[src/rtl/hazard_ctrl_pkg.sv]
// Shared definitions for the pipeline hazard sequencer: FSM state encoding,
// register-index width, the PC register index and the source/destination
// match helper used by the hazard detector.
package hazard_ctrl_pkg;

    localparam int REG_W = 4;
    localparam logic [REG_W-1:0] PC_IDX = 4'd15;

    typedef enum logic [1:0] {
        RUN      = 2'd0,
        MEM_WAIT = 2'd1,
        TIMEOUT  = 2'd2
    } state_t;

    // True when the ID instruction reads register dest through either source.
    // PC_IDX gets no special treatment; it compares like any other index.
    function automatic logic src_match(
        input logic [REG_W-1:0] src1,
        input logic [REG_W-1:0] src2,
        input logic             two_src,
        input logic [REG_W-1:0] dest
    );
        return (src1 == dest) | (two_src & (src2 == dest));
    endfunction

endpackage

[src/rtl/hazard_ctrl_sat_counter.sv]
// Saturating up-counter with synchronous clear; stops at all-ones.
module sat_counter #(
    parameter int W = 16
) (
    input  logic         clk,
    input  logic         clr,
    input  logic         inc,
    output logic [W-1:0] count
);

    // Count up on inc, hold at all-ones, clear synchronously.
    always_ff @(posedge clk) begin
        if (clr) begin
            count <= {W{1'b0}};
        end else if (inc && (count != {W{1'b1}})) begin
            count <= count + {{(W-1){1'b0}}, 1'b1};
        end else begin
            count <= count;
        end
    end

endmodule

[src/rtl/hazard_ctrl.sv]
// Pipeline sequencer: decides per cycle whether PC, IF/ID and ID/EX advance,
// freeze or flush. Priority is memory wait > taken branch > data hazard.
// Optional build macro: FORWARDING_EN (restricts data hazards to load-use).
module hazard_ctrl
    import hazard_ctrl_pkg::*;
#(
    parameter int CNT_W       = 16,
    parameter int MEM_TIMEOUT = 255
) (
    input  logic             clk,
    input  logic             rst,
    input  logic             id_valid,
    input  logic [REG_W-1:0] id_src1,
    input  logic [REG_W-1:0] id_src2,
    input  logic             id_two_src,
    input  logic [REG_W-1:0] exe_dest,
    input  logic             exe_wb_en,
    input  logic             exe_mem_read,
    input  logic [REG_W-1:0] mem_dest,
    input  logic             mem_wb_en,
    input  logic             mem_req,
    input  logic             mem_ready,
    input  logic             branch_taken,
    output logic             freeze_pc,
    output logic             freeze_if_id,
    output logic             flush_if_id,
    output logic             flush_id_ex,
    output logic             freeze_all,
    output logic             mem_timeout,
    output logic [CNT_W-1:0] stall_cycles,
    output logic [CNT_W-1:0] flush_count
);

    localparam int TW = $clog2(MEM_TIMEOUT + 1);
    localparam logic [TW-1:0] WAIT_ONE  = TW'(1);
    localparam logic [TW-1:0] WAIT_LAST = TW'(MEM_TIMEOUT - 1);

    state_t        state_r;
    state_t        state_s;
    logic [TW-1:0] wait_r;
    logic [TW-1:0] wait_s;
    logic          exe_match_s;
    logic          hz_s;

    assign exe_match_s = src_match(id_src1, id_src2, id_two_src, exe_dest);

`ifdef FORWARDING_EN
    // ALU results are forwarded, so only a load in EXE can block ID.
    logic unused_fwd_s;
    assign unused_fwd_s = ^{mem_dest, mem_wb_en};
    assign hz_s = id_valid & exe_wb_en & exe_mem_read & exe_match_s;
`else
    // No forwarding: any pending write in EXE or MEM blocks a reader in ID.
    logic mem_match_s;
    logic unused_fwd_s;
    assign unused_fwd_s = exe_mem_read;
    assign mem_match_s  = src_match(id_src1, id_src2, id_two_src, mem_dest);
    assign hz_s = id_valid & ((exe_wb_en & exe_match_s) | (mem_wb_en & mem_match_s));
`endif

    // State and memory-wait counter registers.
    always_ff @(posedge clk) begin
        if (rst) begin
            state_r <= RUN;
            wait_r  <= {TW{1'b0}};
        end else begin
            state_r <= state_s;
            wait_r  <= wait_s;
        end
    end

    // Next-state and zero-latency control outputs.
    always_comb begin
        state_s      = state_r;
        wait_s       = wait_r;
        freeze_pc    = 1'b0;
        freeze_if_id = 1'b0;
        flush_if_id  = 1'b0;
        flush_id_ex  = 1'b0;
        freeze_all   = 1'b0;
        mem_timeout  = 1'b0;
        if (rst) begin
            state_s = RUN;
            wait_s  = {TW{1'b0}};
        end else begin
            case (state_r)
                RUN: begin
                    if (mem_req && !mem_ready) begin
                        freeze_all = 1'b1;
                        state_s    = MEM_WAIT;
                        wait_s     = WAIT_ONE;
                    end else if (branch_taken) begin
                        flush_if_id = 1'b1;
                        flush_id_ex = 1'b1;
                    end else if (hz_s) begin
                        freeze_pc    = 1'b1;
                        freeze_if_id = 1'b1;
                        flush_id_ex  = 1'b1;
                    end else begin
                        state_s = RUN;
                    end
                end
                MEM_WAIT: begin
                    // Branch and hazard are masked: EXE is frozen, so both
                    // are re-evaluated once the access completes.
                    freeze_all = 1'b1;
                    if (mem_ready) begin
                        state_s = RUN;
                    end else begin
                        wait_s = wait_r + WAIT_ONE;
                        if (wait_r >= WAIT_LAST) begin
                            state_s = TIMEOUT;
                        end else begin
                            state_s = MEM_WAIT;
                        end
                    end
                end
                TIMEOUT: begin
                    freeze_all  = 1'b1;
                    mem_timeout = 1'b1;
                end
                default: begin
                    state_s = RUN;
                    wait_s  = {TW{1'b0}};
                end
            endcase
        end
    end

    sat_counter #(.W(CNT_W)) u_stall_cnt (
        .clk   (clk),
        .clr   (rst),
        .inc   (freeze_pc),
        .count (stall_cycles)
    );

    sat_counter #(.W(CNT_W)) u_flush_cnt (
        .clk   (clk),
        .clr   (rst),
        .inc   (flush_if_id),
        .count (flush_count)
    );

endmodule

[config.mk]
export PLATFORM = sky130hd
export DESIGN_NAME = hazard_ctrl
export DESIGN_NICKNAME = d
export VERILOG_FILES = /design/src/rtl/hazard_ctrl_pkg.sv /design/src/rtl/hazard_ctrl_sat_counter.sv /design/src/rtl/hazard_ctrl.sv
export SDC_FILE = /design/constraint.sdc
export NUM_CORES = 1
export LEC_CHECK = 0
export BUFFER_PORTS_ARGS = -buffer_cell sky130_fd_sc_hd__buf_2
export CORE_UTILIZATION = 45
export DETAILED_ROUTE_END_ITERATION = 8
export GPL_ROUTABILITY_DRIVEN = 0
export GPL_TIMING_DRIVEN = 0
export PLACE_DENSITY = 0.8
export REMOVE_ABC_BUFFERS = 1
export SETUP_SLACK_MARGIN = 0.2
export SYNTH_ARGS = -nofsm -noshare
export SYNTH_HDL_FRONTEND = slang
export SYNTH_SLANG_ARGS = --single-unit
[constraint.sdc]
create_clock -name clk -period 2 [get_ports clk]
set_input_delay 0.2 -clock clk [delete_from_list [all_inputs] [get_ports clk]]
set_output_delay 0.2 -clock clk [all_outputs]
set_load 0.005 [all_outputs]
# Word level (Yosys, flattened, before mapping)
# Index checks and enable logic that the tools add are counted.
dict set report word_totals {
  elab_cells 64
  input_bits 26
  regBits 42
  out_inout_bits 38
}
dict set report classes {
  muxes 27
  n_bitwise 9
  eq_ne 12
  reduce_logical 8
  add_sub_neg 3
  order_cmp 1
}
# op count
set op_table {}
lappend op_table {{adder 16 x 1 -> 16 bit, second input constant} 2}
lappend op_table {{!= test 16 bit, second input constant} 2}
lappend op_table {{case mux 8 bit (3 select lines)} 1}
lappend op_table {{two-way mux 1 bit} 17}
lappend op_table {{== test 4 bit} 4}
lappend op_table {{two-way mux 8 bit} 2}
lappend op_table {{two-way mux 2 bit} 5}
lappend op_table {{adder 8 x 1 -> 8 bit, second input constant} 1}
lappend op_table {{greater-or-equal comparator 8 bit, second input constant} 1}
lappend op_table {{!= test 3 bit, second input constant} 2}
lappend op_table {{case mux 2 bit (3 select lines)} 1}
lappend op_table {{AND reduction 3 bit} 2}
lappend op_table {{bitwise AND 1 bit} 5}
lappend op_table {{!= test 2 bit, second input constant} 2}
lappend op_table {{logical AND 1 bit} 3}
lappend op_table {{bitwise OR 1 bit} 3}
lappend op_table {{== test 2 x 1 -> 1 bit, second input constant} 1}
lappend op_table {{== test 2 bit, second input constant} 1}
lappend op_table {{logical NOT 2 bit} 1}
lappend op_table {{case mux 1 bit (2 select lines)} 1}
lappend op_table {{OR reduction 2 bit} 1}
lappend op_table {{logical NOT 1 bit} 1}
lappend op_table {{NOT 1 bit} 1}

# Logic depth before layout (Yosys ltp)
dict set report depth {
  ltp_word 12
  depth_mapped 8
  ltp_nobuf 8
}

# Hierarchy
# A second synthesis with hierarchy kept.
dict set report unflattened {
  hier_cells 302
  hier_area_um2 2536.2
}
# mod seq_area_each_um2 cells_each area_per_inst_um2 instances
set by_module_without_submodules {}
lappend by_module_without_submodules {sat_counter 320.3 99 848.3 2}
lappend by_module_without_submodules {hazard_ctrl 200.2 104 839.6 1}

# Worst setup path before layout
# Ideal clock, no wire load.
dict set report synth_path {
  kind {reg2reg}
  start {register state_r[0]}
  end {register wait_r[5]}
  arrival_time_ns 1.840
  path_buffers 0
  synth_period_minus_slack_ns 1.910
  setup_slack_ns 0.090
  setup_ns 0.071
  path_stages_with_launch 8
  t_required_ns 1.929
  cell_sequence {dfxtp_1 -> inv_1 -> ha_1 -> a21boi_1 -> a211oi_2 -> nand4_1 -> or3_1 -> a21oi_1}
}
dict set report synth_between {
  elab_chain_len 3
  word_cells_on_any_way 8
  cone_classes {4 x eq/ne; 1 x mux; 1 x bitwise; 2 x reduce/logical}
}
# item line_no
set synth_rtl {}
lappend synth_rtl {{start, declared} hazard_ctrl.sv:38} ;# state_t state_r;
lappend synth_rtl {{start signal, assigned} hazard_ctrl.sv:67} ;# state_r <= state_s;
lappend synth_rtl {{== test 2 x 1 -> 1 bit, or another cell as far along} hazard_ctrl.sv:86} ;# case (state_r)
lappend synth_rtl {{!= test 2 bit (no line) / NOT 1 bit (equally long branches)} -}
lappend synth_rtl {{AND reduction 3 bit (no line)} -}
lappend synth_rtl {{end signal, assigned} hazard_ctrl.sv:65} ;# wait_r <= {TW{1'b0}};
lappend synth_rtl {{end signal, assigned} hazard_ctrl.sv:68} ;# wait_r <= wait_s;
lappend synth_rtl {{end, declared} hazard_ctrl.sv:40} ;# logic [TW-1:0] wait_r;
# Several ways; a longest one is shown, not always the timed one.
# A chain may end at the register's enable or synchronous reset.

# Worst setup path after layout
dict set report layout_path {
  start {register state_r[0]}
  end {register u_stall_cnt.count[9]}
}
dict set report layout_between {
  elab_chain_len 4
}
# item line_no
set layout_rtl {}
lappend layout_rtl {{logical NOT 2 bit} hazard_ctrl.sv:86}
lappend layout_rtl {{two-way mux 1 bit} hazard_ctrl.sv:86}
lappend layout_rtl {{two-way mux 1 bit} hazard_ctrl.sv:82} ;# if (rst) begin
lappend layout_rtl {{logical AND 1 bit} hazard_ctrl_sat_counter.sv:15} ;# end else if (inc && (count != {W{1'b1}})) begin
lappend layout_rtl {{end signal, assigned} hazard_ctrl_sat_counter.sv:14} ;# count <= {W{1'b0}};
lappend layout_rtl {{end signal, assigned} hazard_ctrl_sat_counter.sv:16} ;# count <= count + {{(W-1){1'b0}}, 1'b1};
lappend layout_rtl {{end signal, assigned} hazard_ctrl_sat_counter.sv:18} ;# count <= count;
lappend layout_rtl {{end, declared} hazard_ctrl_sat_counter.sv:8} ;# output logic [W-1:0] count
# No other way between the ends.

==> qor.json <==
{
  "antenna_violations_before_repair": {"value": 0},
  "finish.net_count": {"value": 405},
  "timing_hold_violations_final": {"value": 0},
  "final.period_utilization": {"value": 91.0, "unit": "%"},
  "cpMaxStageDelayCell": {"value": "sky130_fd_sc_hd__dfxtp_4"},
  "finalSetupViolCount": {"value": 0},
  "timing.setup.critical_path_class": {"value": "flip-flop to flip-flop"},
  "synth-seq-cells": {"value": 42},
  "synth_edf_count": {"value": 0},
  "worst_skew_pair.late_latency": {"value": 0.29, "unit": "ns"},
  "holdCritPathClass": {"value": "input pin to flip-flop"},
  "io_pins": {"value": 64},
  "vias_per_cell": {"value": 5.42},
  "setup_repair_after_global_routing_missed_its_margin": {"value": "yes"},
  "level_count_of_the_clock_h_tree": {"value": 2},
  "maxClockFrequency": {"value": 549, "unit": "MHz"},
  "place.port_buffers": {"value": 62},
  "layout_setup_ws": {"value": 0.179, "unit": "ns"},
  "timing.clock.skew": {"value": 0.00485, "unit": "ns"},
  "dr_total_vias": {"value": 2395},
  "worst_r2r_path_depth": {"value": 7},
  "max-vdd-ir-drop": {"value": 0.000300, "unit": "V"},
  "report.final.slew_viol_count": {"value": 0},
  "seq_area_frac_synth": {"value": 35.5, "unit": "%"},
  "ctsRootBufferMaster": {"value": "sky130_fd_sc_hd__clkbuf_8"},
  "cts.path.max_buffers": {"value": 2},
  "hpwlAfterDp": {"value": 3650, "unit": "um"},
  "synthToLayoutAreaGrowth": {"value": 35.6, "unit": "%"},
  "filler_cell_count": {"value": 428},
  "async_reset_ff_share": {"value": 0, "unit": "%"},
  "per_instance_average_area_after_synthesis": {"value": 8.26, "unit": "um2"},
  "tritoncts_clock_tree": {"value": "yes"},
  "core": {"value": 5070, "unit": "um2"},
  "die_y": {"value": 74.6, "unit": "um"},
  "cp_cell_sequence": {"value": "inv_4 -> ha_4 -> o21ai_2 -> nor3_4 -> o211ai_4 -> nor4b_2 -> mux2_1"},
  "max-cap-violations": {"value": 0},
  "worstPathMaxFanout": {"value": 6},
  "relSlewSlack": {"value": 49.3, "unit": "%"},
  "floorplan.rows": {"value": 26},
  "drtPass1Iterations": {"value": 4},
  "grt_pass1_wl": {"value": 8830, "unit": "um"},
  "floorplan.initialDensity": {"value": 46.7, "unit": "%"},
  "fin_hold_ws": {"value": 0.430, "unit": "ns"},
  "fin_setup_tns": {"value": 0, "unit": "ns"},
  "gr-total-overflow": {"value": 0},
  "drive_gt1_share": {"value": 37.9, "unit": "%"},
  "static_leakage_power": {"value": 1.29, "unit": "nW"},
  "synth_flop_cell": {"value": "sky130_fd_sc_hd__dfxtp_1"},
  "start_kind": {"value": "flip-flop"},
  "final_antenna_net_count": {"value": 0},
  "worst_ep_arrival_time": {"value": 2.00, "unit": "ns"},
  "synth.area.top_cells": {"value": "sky130_fd_sc_hd__dfxtp_1, sky130_fd_sc_hd__xor2_1, sky130_fd_sc_hd__nor2_1"},
  "cts-buffers-inserted": {"value": 5},
  "groute.usage.overall": {"value": 20.9, "unit": "%"},
  "yosys_warning_count": {"value": 0},
  "synth.distinct_cells": {"value": 51},
  "post_synthesis_cell_count": {"value": 287},
  "worst_slew_pin_tran": {"value": 0.754, "unit": "ns"},
  "drcViolationCount": {"value": 0},
  "total_clock_sinks": {"value": 42},
  "utilization": {"value": 63.3, "unit": "%"},
  "grt_start_max_net_pins": {"value": 44},
  "die_x": {"value": 74.6, "unit": "um"},
  "design.die.area": {"value": 5560, "unit": "um2"},
  "routed_wl": {"value": 6080, "unit": "um"},
  "crit_path_end_kind": {"value": "flip-flop"},
  "area_leader_netlist": {"value": "sky130_fd_sc_hd__dfxtp_1"},
  "netlist_area_before_placement": {"value": 2370, "unit": "um2"},
  "routed_wire_length_per_instance": {"value": 13.7, "unit": "um"},
  "synthDominantCellAreaShare": {"value": 35.5, "unit": "%"},
  "antenna_cells": {"value": 0},
  "dp_slack": {"value": -0.219, "unit": "ns"},
  "hold_path_depth": {"value": 4},
  "worstPathRequired": {"value": 2.18, "unit": "ns"},
  "path_clk_slew": {"value": 0.08, "unit": "ns"},
  "period_needed": {"value": 1.82, "unit": "ns"},
  "first_global_vias": {"value": 2033},
  "outcome": {"value": "complete, no violations"},
  "pwr_density_cell": {"value": 508, "unit": "nW/um2"},
  "drt_iter0_markers": {"value": 165},
  "slowest_delay": {"value": 0.37, "unit": "ns"}
}
-- final timing paths --
path	slack (ns)	start	end
worst max-delay path	0.18	state_r[0]	u_stall_cnt.count[9]
worst min register to register	0.48	u_stall_cnt.count[0]	u_stall_cnt.count[0]
worst max register to register	0.18	state_r[0]	u_stall_cnt.count[9]
worst min-delay path	0.43	branch_taken	state_r[1]
-- stage by stage --
stage | power [W] | cells | area [um2]
after floorplan | 0.000958 | 279 | 2330
after global routing | 0.00171 | 442 | 3210
after detailed placement | 0.00103 | 411 | 2720
after CTS | 0.00162 | 435 | 3020
after global placement | 0.00103 | 411 | 2720
final | 0.00163 | 442 | 3210
-- power by group --
part           total (W)  internal, W  leakage (nW)  switching [W]
logic           0.000213    0.0000941         0.893       0.000119
clock network   0.000573     0.000278        0.0472       0.000295
registers       0.000846     0.000837         0.346     0.00000961
-- cell usage after synthesis, drive strengths merged, types with 2 or more instances --
| cell | number |
|---|---|
| o211ai | 2 |
| mux2i | 2 |
| nand2 | 27 |
| nor2 | 33 |
| nand3 | 16 |
| mux2 | 5 |
| nor3 | 10 |
| buf | 5 |
| nor2b | 6 |
| a211oi | 3 |
| nand2b | 2 |
| dfxtp | 42 |
| and3 | 7 |
| o21ai | 18 |
| or3 | 12 |
| a21oi | 15 |
| nand4 | 9 |
| xor2 | 18 |
| and4 | 3 |
| xnor2 | 10 |
| ha | 8 |
| inv | 12 |
| clkbuf | 3 |
-- registers in the layout (all words and copies together), names as in the netlist --
register / count
u_flush_cnt.count: 16
wait_r: 8
u_stall_cnt.count: 16
state_r: 2
-- cells by family (layout without fill, tap and decap cells) --
| group | after synthesis | count (layout) | synth area share (%) |
|---|---|---|---|
| AO/OA/AOI/OAI | 54 | 56 | 15.6 |
| XOR/XNOR | 28 | 28 | 10.3 |
| adder cells (fa/ha/maj) | 8 | 8 | 4.22 |
| buffers and inverters | 20 | 103 | 3.75 |
| flip-flops | 42 | 42 | 35.5 |
| multiplexers | 7 | 7 | 3.22 |
| AND/OR/NAND/NOR | 128 | 128 | 27.4 |
-- cells in the final DEF (no fill, tap or decap), types with 3 or more instances in the layout --
cell                       instances
sky130_fd_sc_hd__dfxtp_1          30
sky130_fd_sc_hd__nor3_2            3
sky130_fd_sc_hd__dfxtp_4           5
sky130_fd_sc_hd__nand4_1           9
sky130_fd_sc_hd__clkbuf_8          6
sky130_fd_sc_hd__inv_1             6
sky130_fd_sc_hd__nor3_1            6
sky130_fd_sc_hd__nor2_1           31
sky130_fd_sc_hd__xnor2_1          10
sky130_fd_sc_hd__nor2b_1           6
sky130_fd_sc_hd__or3_1            11
sky130_fd_sc_hd__mux2_2            3
sky130_fd_sc_hd__inv_2             5
sky130_fd_sc_hd__buf_2            61
sky130_fd_sc_hd__buf_6             4
sky130_fd_sc_hd__ha_1              3
sky130_fd_sc_hd__o21ai_0          16
sky130_fd_sc_hd__dfxtp_2           7
sky130_fd_sc_hd__and4_1            3
sky130_fd_sc_hd__a21oi_1          14
sky130_fd_sc_hd__o211ai_4          3
sky130_fd_sc_hd__xor2_1           18
sky130_fd_sc_hd__buf_4            17
sky130_fd_sc_hd__nand2_1          26
sky130_fd_sc_hd__nand3_1          15
sky130_fd_sc_hd__ha_4              3
sky130_fd_sc_hd__and3_1            5
-- final cells by class --
| type | instances | area [um2] | share of cell area, % |
|---|---|---|---|
| multi-input combinational | 227 | 1630 | 50.7 |
| sequential | 42 | 868 | 27.0 |
| timing repair buffer | 83 | 485 | 15.1 |
| tap | 70 | 87.6 | 2.73 |
| clock buffer | 6 | 82.6 | 2.57 |
| inverter | 12 | 47.5 | 1.48 |
| clock inverter | 2 | 12.5 | 0.389 |
-- timing repair --
action | in CTS | in global routing
hold buffers | 0 | 0
setup buffers | 14 | 7
gates resized for setup | 22 | 37
setup endpoints to repair | 36 | 34
pin swaps | 9 | 15
gates cloned | 2 | 0
-- worst max-delay path: cells and delay by family, from the launching register on --
family / cells / cell delay (ns)
AOI/OAI and AO/OA: 2 / 0.27
adders and majority gates: 1 / 0.15
buffers and inverters: 1 / 0.07
DFF: 1 / 0.37
muxes: 1 / 0.35
and+or+nand+nor: 2 / 0.49
-- metal layers --
layer,up-vias,wire (um),global-route usage (%)
met5,-,0,0
met3,5,339,4.74
met4,0,55,6.92
met1,1124,2580,24.7
met2,75,3100,37.0
li1,1191,-,-
Power figures use the tool's default switching activity.
